File: config.mk
export PLATFORM = sky130hd
export DESIGN_NAME = lut_config_loader
export DESIGN_NICKNAME = d
export VERILOG_FILES = /design/src/rtl/lut_config_loader.sv
export SDC_FILE = /design/constraint.sdc
export NUM_CORES = 1
export LEC_CHECK = 0
export CORE_AREA = 2 2 44 46
export CTS_BUF_LIST = sky130_fd_sc_hd__clkbuf_2 sky130_fd_sc_hd__clkbuf_4 sky130_fd_sc_hd__clkbuf_8
export CTS_CLUSTER_SIZE = 40
export DETAILED_ROUTE_END_ITERATION = 7
export DIE_AREA = 0 0 46 48
export PLACE_DENSITY = 0.73
export SYNTH_ARGS = -nofsm -noshare
export SYNTH_HDL_FRONTEND = slang
export SYNTH_SLANG_ARGS = --single-unit
File: constraint.sdc
create_clock -name i_clk -period 1.8 [get_ports i_clk]
set_clock_uncertainty 0.1 [all_clocks]
set_input_delay 0.54 -clock i_clk [delete_from_list [all_inputs] [get_ports i_clk]]
set_output_delay 0.54 -clock i_clk [all_outputs]
set_load 0.02 [all_outputs]
File: src/rtl/lut_config_loader.sv
// Serial truth-table loader for a chain of LUT config ports. Each accepted bit is written with a
// setup/strobe/hold sequence so level-sensitive LUT storage only ever sees stable addr/data.
module lut_config_loader #(
  parameter int unsigned LUT_K  = 4,
  parameter int unsigned N_LUTS = 1
) (
  input  logic              i_clk,
  input  logic              i_rst_n,
  input  logic              i_start,
  input  logic              i_abort,
  input  logic              i_bit,
  input  logic              i_bit_valid,
  output logic              o_bit_ready,
  output logic [LUT_K-1:0]  o_addr_load_data,
  output logic              o_data,
  output logic [N_LUTS-1:0] o_config_enable,
  output logic              o_busy,
  output logic              o_done
);

  localparam int unsigned LutCntW = (N_LUTS > 1) ? $clog2(N_LUTS) : 1;

  typedef enum logic [2:0] {
    StIdle,
    StWaitBit,
    StSetup,
    StStrobe,
    StHold,
    StDone
  } state_e;

  state_e              state_q, state_d;
  logic [LUT_K-1:0]    bit_cnt_q, bit_cnt_d;
  logic [LutCntW-1:0]  lut_cnt_q, lut_cnt_d;
  logic [LUT_K-1:0]    addr_q, addr_d;
  logic                data_q, data_d;
  logic [N_LUTS-1:0]   enable_q, enable_d;
  logic                ready_q, ready_d;
  logic                busy_q, busy_d;
  logic                done_q, done_d;
  logic                last_bit;

  assign last_bit = (bit_cnt_q == '1) && (lut_cnt_q == LutCntW'(N_LUTS - 1));

  always_comb begin
    state_d   = state_q;
    bit_cnt_d = bit_cnt_q;
    lut_cnt_d = lut_cnt_q;

    case (state_q)
      StIdle: begin
        if (i_start) begin
          state_d   = StWaitBit;
          bit_cnt_d = '0;
          lut_cnt_d = '0;
        end
      end
      StWaitBit: begin
        if (i_bit_valid && ready_q) begin
          state_d = StSetup;
        end
      end
      StSetup:  state_d = StStrobe;
      StStrobe: state_d = StHold;
      StHold: begin
        if (last_bit) begin
          state_d = StDone;
        end else begin
          state_d   = StWaitBit;
          bit_cnt_d = bit_cnt_q + 1'b1;
          if (bit_cnt_q == '1) begin
            lut_cnt_d = lut_cnt_q + 1'b1;
          end
        end
      end
      StDone:   state_d = StIdle;
      default:  state_d = StIdle;
    endcase

    // Abort overrides everything, including a simultaneous start in IDLE.
    if (i_abort) begin
      state_d = StIdle;
    end
  end

  // Output registers are computed from the next state so every output is a flop.
  always_comb begin
    addr_d = addr_q;
    data_d = data_q;
    if ((state_q == StWaitBit) && (state_d == StSetup)) begin
      addr_d = bit_cnt_q;
      data_d = i_bit;
    end
    enable_d = (state_d == StStrobe) ? (N_LUTS'(1) << lut_cnt_q) : '0;
    ready_d  = (state_d == StWaitBit);
    busy_d   = (state_d != StIdle);
    done_d   = (state_d == StDone);
  end

  always_ff @(posedge i_clk) begin
    if (!i_rst_n) begin
      state_q   <= StIdle;
      bit_cnt_q <= '0;
      lut_cnt_q <= '0;
      addr_q    <= '0;
      data_q    <= 1'b0;
      enable_q  <= '0;
      ready_q   <= 1'b0;
      busy_q    <= 1'b0;
      done_q    <= 1'b0;
    end else begin
      state_q   <= state_d;
      bit_cnt_q <= bit_cnt_d;
      lut_cnt_q <= lut_cnt_d;
      addr_q    <= addr_d;
      data_q    <= data_d;
      enable_q  <= enable_d;
      ready_q   <= ready_d;
      busy_q    <= busy_d;
      done_q    <= done_d;
    end
  end

  assign o_bit_ready      = ready_q;
  assign o_addr_load_data = addr_q;
  assign o_data           = data_q;
  assign o_config_enable  = enable_q;
  assign o_busy           = busy_q;
  assign o_done           = done_q;

endmodule

==> metrics.log <==
INFO  metric result_of_the_run = finished clean
INFO  metric cp_max_fo = 5
INFO  metric antenna_found_initial = 0
INFO  metric pin_count = 15
INFO  metric finalWeightedCongestion = 0.773
INFO  metric post_drt_wl_per_cell = 12.3 um
INFO  metric classification_of_the_worst_setup_path = primary input to flip-flop
INFO  metric synth_area = 752 sq um
INFO  metric initialDrtViolationCount = 12
INFO  metric route.detailed.vias_per_inst = 5.42
INFO  metric synth.avg_cell_area = 9.89 sq um
INFO  metric critical_path_buf_inv_count = 1
INFO  metric layout.cells.most_common_list = dfxtp_1, dlygate4sd2_1, nor2_1
INFO  metric die_area = 0.00221 sq mm
INFO  metric hpwl = 1.04 mm
INFO  metric route.final.wire_length = 1.39 mm
INFO  metric vdd.ir_drop.worst = 0.461 mV
INFO  metric layout-drive-gt1-share = 0.146
INFO  metric first_pass_iters = 4
INFO  metric cts-root-buf = clkbuf_4
INFO  metric synth.ff_latch_count = 17
INFO  metric die_w = 46 um
INFO  metric cts_hold_repair.buffers = 0
INFO  metric cts_inserted_buffers = 3
INFO  metric max_slew_headroom_at_the_worst_pin = 0.761
INFO  metric clk_transition_reported_paths = roughly 0.10 ns
INFO  metric power = ~660 uW
INFO  metric clock_latency = roughly 0.29 ns
INFO  metric cts_tree = built
INFO  metric critical_path_arrival = 1.81 ns
INFO  metric worst_setup_path_end_kind = flip-flop
INFO  metric setup-violations-final = 0
INFO  metric seq_area_frac_synth = 0.453
INFO  metric final_critical_path_setup_slack = a little over 0.09 ns
INFO  metric global_route_congestion_overflow_total = 0
INFO  metric crit_chain = clkdlybuf4s50_1, nand4b_1, or3_4, mux2i_1, nor2b_1
INFO  metric asyncSetResetFlopFracSynth = 0
INFO  metric ys_dominant_reg_cell = dfxtp_1
INFO  metric grt_max_degree = 12
INFO  metric p_per_area = 698 mW/mm^2
INFO  metric timing.rr.start = bit_cnt_q[0]
INFO  metric maximum_capacitance_violations = 0
INFO  metric path_delay_family = simple AND/OR/NAND/NOR gates
INFO  metric ctsLongestPathBuffers = 2
INFO  metric grt_first_pass_wirelength = 2.14 mm
INFO  metric htree_levels = 1
INFO  metric startpoint = i_bit_valid
INFO  metric synth-edff-count = 0
INFO  metric worstMarginPinSlew = 0.358 ns
INFO  metric place_worst_setup_slack = -0.323 ns
INFO  metric number_of_global_route_vias_before_repair = 485
INFO  metric fp-row-count = 15
INFO  metric grt_use_total = 0.144
INFO  metric post-route-min-period = 1.71 ns
INFO  metric hold_viol_final = 0
INFO  metric total_placed_instance_area = slightly above 900 sq um
INFO  metric areaGrowthSynthToFinish = 25.5%
INFO  metric worst_path_max_delay_cell = clkdlybuf4s50_1
INFO  metric holdCritStartpoint = lut_cnt_q
INFO  metric final_common_cell = dfxtp_1
INFO  metric postSynthCellCount = 76
INFO  metric finish.utilization = 0.559
INFO  metric nNetsFinal = 104
INFO  metric yosysUniqueCellTypes = 28
INFO  metric die_y = 48 um
INFO  metric static_leakage = 0.000443 uW
INFO  metric max_freq = 585 MHz
INFO  metric final_min_period_over_clock_period = 0.950
INFO  metric max_stage_delay = 0.49 ns
INFO  metric route.detailed.drc = 0
INFO  metric drv_slew = 0
INFO  metric cp-start-kind = primary input
INFO  metric grt_setup_unrepaired = yes
INFO  metric synth_warnings = 0
INFO  metric ant_nets = 0
INFO  metric cts.sink_count = 17
INFO  metric syn-num-nets = 83
INFO  metric post_cts.repair.setup_buffers = 0
INFO  metric initial_core_util = 0.445
INFO  metric antennaDiodeCount = 0
INFO  metric hp-class = flip-flop to flip-flop
INFO  metric vias_after_detailed_routing = 613
INFO  metric worstPathRequired = approximately 1.9 ns
INFO  metric finished_cell_area = 943 sq um
INFO  metric core_region_area = approximately 0.0017 sq mm
INFO  metric portBuffers = 14
[cell usage after synthesis (all sizes together), types with 3 or more instances]
library cell  number  area [sq um]
nor3b              3          27.5
dfxtp             17           340
nand3              3          15.0
nand2              5          18.8
and2               3          18.8
nor2b              6          37.5
nor2               7          26.3
mux2i              6          60.1
[timing repair]
item | 4_1_cts | 5_1_grt
cloned | 0 | 0
pin swaps | 0 | 0
hold endpoints to repair | 0 | 0
gates resized for setup | 11 | 0
setup endpoints to repair | 11 | 1
[registers in the layout (all words and copies together), names as in the netlist]
signal            cells
o_bit_ready           1
o_config_enable       1
o_addr_load_data      4
o_busy                1
o_done                1
lut_cnt_q             1
state_q               3
o_data                1
bit_cnt_q             4
[where the power goes]
| part | switching (uW) | internal, uW | total, uW |
|---|---|---|---|
| Clock | 125 | 101 | 226 |
| Combinational | 21.3 | 27.8 | 49.1 |
| Sequential | 3.61 | 379 | 383 |
| Total | 150 | 509 | 658 |
[routing by layer]
metal | part of all wire | track usage
met5 | 0 | 0
met4 | 0.020 | 0.0857
met3 | 0.040 | 0.0566
met2 | 0.46 | 0.206
met1 | 0.48 | 0.183
[metrics by stage]
step / instances / hold slack (ns) / setup TNS [ns]
finish: 113 / 0.375 / 0
global route: 113 / 0.394 / -0.0149
CTS: 113 / 0.379 / 0
detailed placement: 109 / 0.355 / -3.24
global placement: 109 / 0.351 / -3.02
floorplan: 76 / 0.318 / 0
[path summary, 6_finish.rpt]
check | to | slack (ns) | cells after the start
hold / removal | o_config_enable | 0.38 | 1
hold reg to reg | o_config_enable | 0.38 | 1
setup reg to reg | bit_cnt_q[1] | 0.21 | 5
setup / recovery | o_addr_load_data[0] | 0.09 | 5
[logic make-up (layout without fill, tap and decap cells)]
kind of cell,Yosys count,count (layout),share of synthesized area
AO/OA/AOI/OAI,8,8,0.0815
XOR/XNOR,2,2,0.0233
adder cells (fa/ha/maj),1,1,0.0166
buffers and inverters,4,24,0.0399
flip-flops,17,17,0.453
multiplexers,6,6,0.0799
AND/OR/NAND/NOR,38,38,0.306
[area by class of cell]
cell class / instances / area (sq um)
well taps: 17 / 21.3
repair buffers: 18 / 158
clock buffers: 4 / 30.0
multi-input cells: 55 / 387
flip-flops and latches: 17 / 340
inverters: 2 / 7.51
fillers: 156 / 746
Note: power is estimated with default switching activity, not from simulation.
